**src/rtl/irq_pkg.sv**
```systemverilog
// rtl/irq_pkg.sv - shared types and constants for the interrupt controller
package irq_pkg;

  typedef enum logic [1:0] {
    IDLE,
    PENDING,
    FIN,
    WAIT_DROP
  } irq_state_t;

  localparam int MCAUSE_INT_BIT = 31;
  localparam int IRQ_NUM_DEF    = 32;

endpackage

```
**src/rtl/irq_arbiter.sv**
```systemverilog
// rtl/irq_arbiter.sv - combinational source selector over the eligible vector
// IRQ_CTRL_RR_EN: round-robin from last_id+1; undefined: lowest eligible index wins.
module irq_arbiter #(
  parameter int IRQ_NUM = 32,
  parameter int ID_W    = $clog2(IRQ_NUM)
) (
  input  logic [IRQ_NUM-1:0] elig_i,
`ifdef IRQ_CTRL_RR_EN
  input  logic [ID_W-1:0]    last_id_i,
`endif
  output logic               valid_o,
  output logic [ID_W-1:0]    id_o
);

`ifdef IRQ_CTRL_RR_EN
  logic [ID_W-1:0] start;
  logic [ID_W-1:0] idx;
  logic            found;
  int              pos;

  // Wrap is explicit so non-power-of-two IRQ_NUM never indexes past the top line.
  always_comb begin
    start   = (int'(last_id_i) == IRQ_NUM - 1) ? '0 : last_id_i + 1'b1;
    found   = 1'b0;
    id_o    = '0;
    idx     = '0;
    pos     = 0;
    for (int k = 0; k < IRQ_NUM; k++) begin
      pos = int'(start) + k;
      if (pos >= IRQ_NUM) begin
        pos = pos - IRQ_NUM;
      end
      idx = ID_W'(pos);
      if (!found && elig_i[idx]) begin
        found = 1'b1;
        id_o  = idx;
      end
    end
    valid_o = found;
  end
`else
  always_comb begin
    valid_o = 1'b0;
    id_o    = '0;
    for (int k = IRQ_NUM - 1; k >= 0; k--) begin
      if (elig_i[k]) begin
        valid_o = 1'b1;
        id_o    = ID_W'(k);
      end
    end
  end
`endif

endmodule

```
**src/rtl/irq_ctrl.sv**
```systemverilog
// rtl/irq_ctrl.sv - interrupt controller: grant FSM, cause latch, completion pulse
// IRQ_CTRL_RR_EN enables round-robin arbitration (fixed priority when undefined).
module irq_ctrl
  import irq_pkg::*;
#(
  parameter int IRQ_NUM = IRQ_NUM_DEF,
  parameter int ID_W    = $clog2(IRQ_NUM)
) (
  input  logic               clk_i,
  input  logic               rst_ni,
  input  logic [IRQ_NUM-1:0] int_req_i,
  output logic [IRQ_NUM-1:0] int_fin_o,
  input  logic [IRQ_NUM-1:0] mie_i,
  output logic               irq_o,
  output logic [31:0]        mcause_o,
  input  logic               irq_ret_i
);

  irq_state_t      state_q, state_d;
  logic [ID_W-1:0] cur_id_q, cur_id_d;
  logic [31:0]     mcause_q, mcause_d;
  logic [IRQ_NUM-1:0] elig;
  logic            arb_valid;
  logic [ID_W-1:0] arb_id;

  assign elig = int_req_i & mie_i;

`ifdef IRQ_CTRL_RR_EN
  logic [ID_W-1:0] last_id_q, last_id_d;

  irq_arbiter #(.IRQ_NUM(IRQ_NUM), .ID_W(ID_W)) u_arb (
    .elig_i    (elig),
    .last_id_i (last_id_q),
    .valid_o   (arb_valid),
    .id_o      (arb_id)
  );

  assign last_id_d = (state_q == FIN) ? cur_id_q : last_id_q;

  // Reset pointer sits on the top line so the first search begins at index 0.
  always_ff @(posedge clk_i or negedge rst_ni) begin
    if (!rst_ni) begin
      last_id_q <= ID_W'(IRQ_NUM - 1);
    end else begin
      last_id_q <= last_id_d;
    end
  end
`else
  irq_arbiter #(.IRQ_NUM(IRQ_NUM), .ID_W(ID_W)) u_arb (
    .elig_i  (elig),
    .valid_o (arb_valid),
    .id_o    (arb_id)
  );
`endif

  always_ff @(posedge clk_i or negedge rst_ni) begin
    if (!rst_ni) begin
      state_q <= IDLE;
    end else begin
      state_q <= state_d;
    end
  end

  always_comb begin
    state_d = state_q;
    case (state_q)
      IDLE:      if (arb_valid) state_d = PENDING;
      PENDING:   if (irq_ret_i) state_d = FIN;
      FIN:       state_d = WAIT_DROP;
      WAIT_DROP: if (!int_req_i[cur_id_q]) state_d = IDLE;
      default:   state_d = IDLE;
    endcase
  end

  // Grant latches: only an IDLE-state grant updates the id and cause.
  always_comb begin
    cur_id_d = cur_id_q;
    mcause_d = mcause_q;
    if (state_q == IDLE && arb_valid) begin
      cur_id_d                 = arb_id;
      mcause_d                 = 32'(arb_id);
      mcause_d[MCAUSE_INT_BIT] = 1'b1;
    end
  end

  always_ff @(posedge clk_i or negedge rst_ni) begin
    if (!rst_ni) begin
      cur_id_q <= '0;
      mcause_q <= '0;
    end else begin
      cur_id_q <= cur_id_d;
      mcause_q <= mcause_d;
    end
  end

  always_comb begin
    irq_o     = (state_q == PENDING);
    int_fin_o = '0;
    if (state_q == FIN) begin
      int_fin_o[cur_id_q] = 1'b1;
    end
    mcause_o  = mcause_q;
  end

endmodule

```
**config.mk**
```make
export PLATFORM = sky130hd
export DESIGN_NAME = irq_ctrl
export DESIGN_NICKNAME = d
export VERILOG_FILES = /design/src/rtl/irq_pkg.sv /design/src/rtl/irq_arbiter.sv /design/src/rtl/irq_ctrl.sv
export SDC_FILE = /design/constraint.sdc
export NUM_CORES = 1
export LEC_CHECK = 0
export BUFFER_PORTS_ARGS = -buffer_cell sky130_fd_sc_hd__buf_2
export CORE_MARGIN = 1.5
export CORE_UTILIZATION = 40
export DETAILED_ROUTE_END_ITERATION = 8
export GPL_TIMING_DRIVEN = 0
export PLACE_DENSITY = 0.8
export SYNTH_ARGS = -nofsm -noshare
export SYNTH_HDL_FRONTEND = slang
export SYNTH_HIERARCHICAL = 1
export SYNTH_SLANG_ARGS = --single-unit
```
**constraint.sdc**
```tcl
create_clock -name clk_i -period 2.45 [get_ports clk_i]
set_input_delay 0.1225 -clock clk_i [delete_from_list [all_inputs] [get_ports clk_i]]
set_output_delay 0.1225 -clock clk_i [all_outputs]
set_load 0.1 [all_outputs]
```
==> flow_summary.ini, run 1 <==
[status]
status = finished, final reports clean

[floorplanning]
ios = 132
core_area_sq_um = 4090
fp-row-count = 23
initial_utilization_pct = 42.6
dieArea_sq_um = 4750
fp.dieW_um = 68.9
die_height_um = 68.9

[synthesis]
avgSynthCellArea_sq_um = 7.07
yosys.area_share.simple_pct = 40.7
ys.flop_type = dfrtp_1
synthAdderAreaFrac_pct = 3.60
synth_area_leader_cell = and2_1
ys_top_cells_by_area = and2_1, buf_4, dfrtp_1, nor2_1, mux2i_1
synth_top_area_share_pct = 11.9
async_reset_ff_share_pct = 100
yosysSeqAreaShare_pct = 11.5
synth_top_family_by_area = simple AND/OR/NAND/NOR gates
syn_area_sq_um = 1740
synth_cell_types = 44
netlist_instances = 246
synth_warnings = 6
synth_edf_count = 0
ys_ff_latch = 8
yosys-mux-area-fraction_pct = 14.6
synth-compound-area-share_pct = 12.5
synth-xor-area-share_pct = 0

[routing]
viasPerCell = 4.96
drtIter0Drc = 94
num_vias = 2136
ant_nets = 0
wire_per_inst_um = 12.1
routed_wl_mm = 5.23
drc = 0
drt-pass1-iter-count = 4

[clocking]
cts_setup_buffers = 0
clkLatencyLatePin_ns = 0.23
cts-root-buf = clkbuf_8
cts_buffer_depth = 2
cts_buffers = 3
clkSinkCount = 8
clk_pin_slew_ns = 0.04
cts_tree = built
htree_levels = 1

[sta]
drv_slew = 0
grt_setup_unrepaired = false
slew_headroom_pct = 56.7
tns_ns = 0
period_minus_slack_ns = 2.32
max_freq_mhz = 431
finalCritPeriodShare_pct = 94.8
fin_skew_ns = 0.00485
setup_viol_count_final = 0
hold_viol_final = 0
worstMarginPinSlew_ns = 0.633

[place]
dp_cells = 426
dp_hpwl_mm = 4.56
gp_congestion = 0.929
io_buffers = 105
dpl_cell_area_sq_um = 2530

[worst_setup_path]
endpoint_kind = output pin
cp.required_ns = 2.33
cp_common_cell = clkbuf_1
worstSetupStartpointType = register
crit_chain = clkbuf_1 -> clkbuf_1 -> or3_1 -> nor2_2 -> buf_2
cp-endpoint = int_fin_o[2]
crit_arrival_ns = 2.20
startpoint = cur_id_q[2]
r2r_cells = 8
critPathTopFamily = buffers and inverters
cp_slowest_cell = or3_1
crit-reg2reg-capture = state_q[1]
crit_buf_inv = 3
r2r_start = cur_id_q[1]
max_stage_delay_ns = 0.54
crit_cells = 5
criticalPathCategory = reg2out
r2r_slack_ns = 0.24
crit_fanout = 10

[global_routing]
first_global_vias = 1873
antenna_found_initial = 0
grt_pass1_wl_mm = 7.86
gr-total-overflow = 0
grt_max_degree = 11
grt_usage_pct = 21.5

[final_layout]
insertedDiodeCount = 0
area_delta_synth_final_pct = 50.3
drive_gt1_share_pct = 48.8
fin_nets = 454
final_cells = 431
final_common_cell = buf_2
finalInstanceArea_sq_um = 2610
final_cell_mix = buf_2, and2_1, buf_4, nor2_2, conb_1
final_core_util_pct = 64.0

[power]
vdd_drop_max_uv = 403
p_per_area_nw_per_um2 = 791
total_power_mw = 2.07
total_leakage_power_nw = 1.28

[worst_hold_path]
min_path_type = in2async

[flow_run]
max-cap-violations = 0
## sequential cells by signal (all words and copies together), names as in the netlist
name and count:
state_q 2, mcause_o 2, cur_id_q 4
## logic make-up (layout without fill, tap and decap cells)
kind of cell / after synthesis / after routing
and+or+nand+nor: 134 / 134
buffers and inverters: 46 / 156
AOI/OAI and AO/OA: 31 / 31
muxes: 21 / 21
DFF: 8 / 8
adders and majority gates: 5 / 5
other: 1 / 26
## power breakdown
part	total, mW	switching (mW)	internal, mW
clock network	0.164	0.0512	0.113
registers	0.222	0.0349	0.187
logic	1.68	1.22	0.466
## worst min path at each step
stage	endpoint	cells past startpoint	startpoint	slack [ns]
floorplan	cur_id_q[0]	0	rst_ni	-0.17
global placement	mcause_o[31]	1	rst_ni	-0.03
detailed placement	mcause_o[31]	1	rst_ni	-0.03
CTS	cur_id_q[0]	2	rst_ni	0.26
global route	cur_id_q[0]	2	rst_ni	0.28
finish	cur_id_q[1]	2	rst_ni	0.27
## metrics by stage
stage | setup WS [ns] | hold slack, ns
6_report | 0.128 | 0.265
5_1_grt | 0.0107 | 0.281
4_1_cts | 0.0688 | 0.262
3_5_place_dp | -0.0172 | -0.0322
3_3_place_gp | -0.0110 | -0.0339
2_1_floorplan | -0.0191 | -0.173
## timing repair
| item | in CTS | in global routing |
|---|---|---|
| resized for setup | 0 | 9 |
| hold buffers | 1 | 0 |
| setup endpoints to repair | 0 | 9 |
| hold endpoints to repair | 8 | 0 |
## cell usage after synthesis (5+ instances only)
cell      number
a21oi_1        9
nand3_1        9
dfrtp_1        8
and2_1        33
nor4_1         7
nor3_1         9
buf_4         27
mux2_2         6
nand3b_1       6
mux2i_1       10
nand2_1        8
clkbuf_1       6
ha_1           5
nor2_1        49
inv_1         11
## layer usage
| layer | wire length, um | vias up | GRT usage [%] | share of wire [%] |
|---|---|---|---|---|
| li1 | - | 1077 | - | - |
| met1 | 2080 | 928 | 25.3 | 40 |
| met2 | 2580 | 121 | 40.7 | 49 |
| met3 | 476 | 10 | 2.11 | 9.1 |
| met4 | 89 | 0 | 6.62 | 1.7 |
| met5 | 0 | - | 0 | 0 |
## area by class of cell
cell class | count | area [sq um]
Clock buffer | 4 | 45.0
Sequential cell | 8 | 206
Fill cell | 364 | 1470
Buffer | 35 | 251
Timing Repair Buffer | 106 | 556
Multi-Input combinational cell | 217 | 1450
Inverter | 11 | 41.3
Tap cell | 50 | 62.6
No activity file was read; power rests on OpenSTA's default activity.
==> run 2: changes to the inputs <==
- CTS_BUF_LIST: not set -> sky130_fd_sc_hd__clkbuf_8
- PLACE_DENSITY: 0.8 -> 0.89
==> flow_summary.ini, run 2 (same netlist as run 1, synthesis figures left out) <==
[final_layout]
largest_reg_flops = 4
final_common_cell = buf_2
drive_gt1_share_pct = 48.6
regMostFlops = cur_id_q
insertedDiodeCount = 0
fin_nets = 454
final_cells = 431
final_cell_mix = buf_2, and2_1, buf_4, nor2_2, conb_1
area_delta_synth_final_pct = 49.4

[global_routing]
grt_usage_pct = 22.8
first_global_vias = 1920
grt_max_degree = 11
antenna_found_initial = 0
grt_pass1_wl_mm = 8.27
gr-total-overflow = 0

[routing]
ant_nets = 0
num_vias = 2182
drt-pass1-iter-count = 4
wire_per_inst_um = 12.8
drtIter0Drc = 76
routed_wl_mm = 5.54
viasPerCell = 5.06
drc = 0

[place]
gp_congestion = 0.933
dp_cells = 426
dp_hpwl_mm = 4.85
io_buffers = 105

[power]
swShare_pct = 63.3
p_clk_share_pct = 7.6
total_leakage_power_nw = 1.29
power_switching_mw = 1.31
total_power_mw = 2.07
p_int_uw = 758
seqPwrFrac_pct = 11.0
power_frac_comb_pct = 81.4
p_per_area_nw_per_um2 = 797
vdd_drop_max_uv = 474

[sta]
slew_headroom_pct = 61.7
worstMarginPinSlew_ns = 0.573
drv_slew = 0
hold_viol_final = 0
finalCritPeriodShare_pct = 96.5
fin_skew_ns = 0.00800
grt_setup_unrepaired = false
period_minus_slack_ns = 2.37
setup_viol_count_final = 0
max_freq_mhz = 423

[worst_setup_path]
r2r_start = cur_id_q[1]
endpoint_kind = output pin
crit_arrival_ns = 2.24
criticalPathCategory = reg2out
worstSetupStartpointType = register
r2r_slack_ns = 0.20
r2r_cells = 8
crit_fanout = 10
cp.required_ns = 2.33
crit-reg2reg-capture = state_q[1]

[floorplanning]
initial_utilization_pct = 42.6
core_area_sq_um = 4090
ios = 132
fp.dieW_um = 68.9
dieArea_sq_um = 4750
die_height_um = 68.9
fp-row-count = 23

[clocking]
cts_setup_buffers = 0
clk_pin_slew_ns = 0.04
cts-root-buf = clkbuf_8
cts_tree = built
cts_buffers = 3
cts_buffer_depth = 2
clkSinkCount = 8
htree_levels = 1
clkLatencyLatePin_ns = 0.23

[flow_run]
max-cap-violations = 0

[worst_hold_path]
min_path_type = in2async

[status]
status = finished, final reports clean
## run 2: cell types whose count changed in the layout (fill, tap and decap cells not counted), sizes merged
cell / before / now
inv: 11 / 12
clkbuf: 18 / 13
buf: 126 / 130
## run 2: through the flow
stage               cell area (sq um)  hold slack (ns)  setup WS, ns  TNS, ns  util, %
floorplan                        1940           -0.173       -0.0191  -0.0573        -
CTS                              2590            0.273        0.0738        0     63.3
global placement                 2530          -0.0332        0.0188        0     62.0
detailed placement               2530          -0.0272       -0.0369  -0.0369     62.0
finish                           2600            0.269        0.0849        0     63.6
global route                     2600            0.301       0.00453        0     63.6
## run 2: routing by layer
layer	GRT usage [%]	up-vias	part of all wire [%]
met5	0	-	0
met2	45.3	128	51
li1	-	1086	-
met4	6.13	0	0.99
met1	25.4	962	39
met3	2.27	6	9.1
## run 2: worst max-delay path by stage
stage | from | to | slack (ns) | depth (start not counted)
after floorplan | cur_id_q[2] | int_fin_o[1] | -0.02 | 4
after global placement | int_req_i[24] | state_q[1] | 0.02 | 11
after detailed placement | int_req_i[24] | state_q[1] | -0.04 | 11
after CTS | cur_id_q[2] | int_fin_o[19] | 0.07 | 5
after global routing | cur_id_q[2] | int_fin_o[16] | 0.005 | 5
final | cur_id_q[2] | int_fin_o[16] | 0.08 | 5
## run 2: area by class of cell
class	instances	area (sq um)
timing repair buffer	106	546
clock buffer	3	41.3
multi-input combinational	217	1450
buffer	35	251
inverter	11	41.3
sequential	8	206
tap	50	62.6
fill	368	1490
clock inverter	1	3.75
## run 2: worst max-delay path, cell delays in order, from the launching register on
cell	delay, ns
dfrtp_2	0.39
clkbuf_1	0.22
clkbuf_1	0.26
or3b_1	0.59
nor2_4	0.12
buf_2	0.43
## run 2: power by group through the flow
stage	clock network [mW]	registers (mW)	logic [mW]
final	0.157	0.227	1.68
after detailed placement	0	0.229	1.68
after global routing	0.167	0.233	1.80
after floorplan	0	0.430	1.18
after CTS	0.160	0.227	1.68
after global placement	0	0.223	1.65
## run 2: repair_timing
action,CTS,global route
endpoints found under the hold margin,8,0
setup endpoints to repair,0,4
gates resized for setup,0,4
hold buffers,1,0
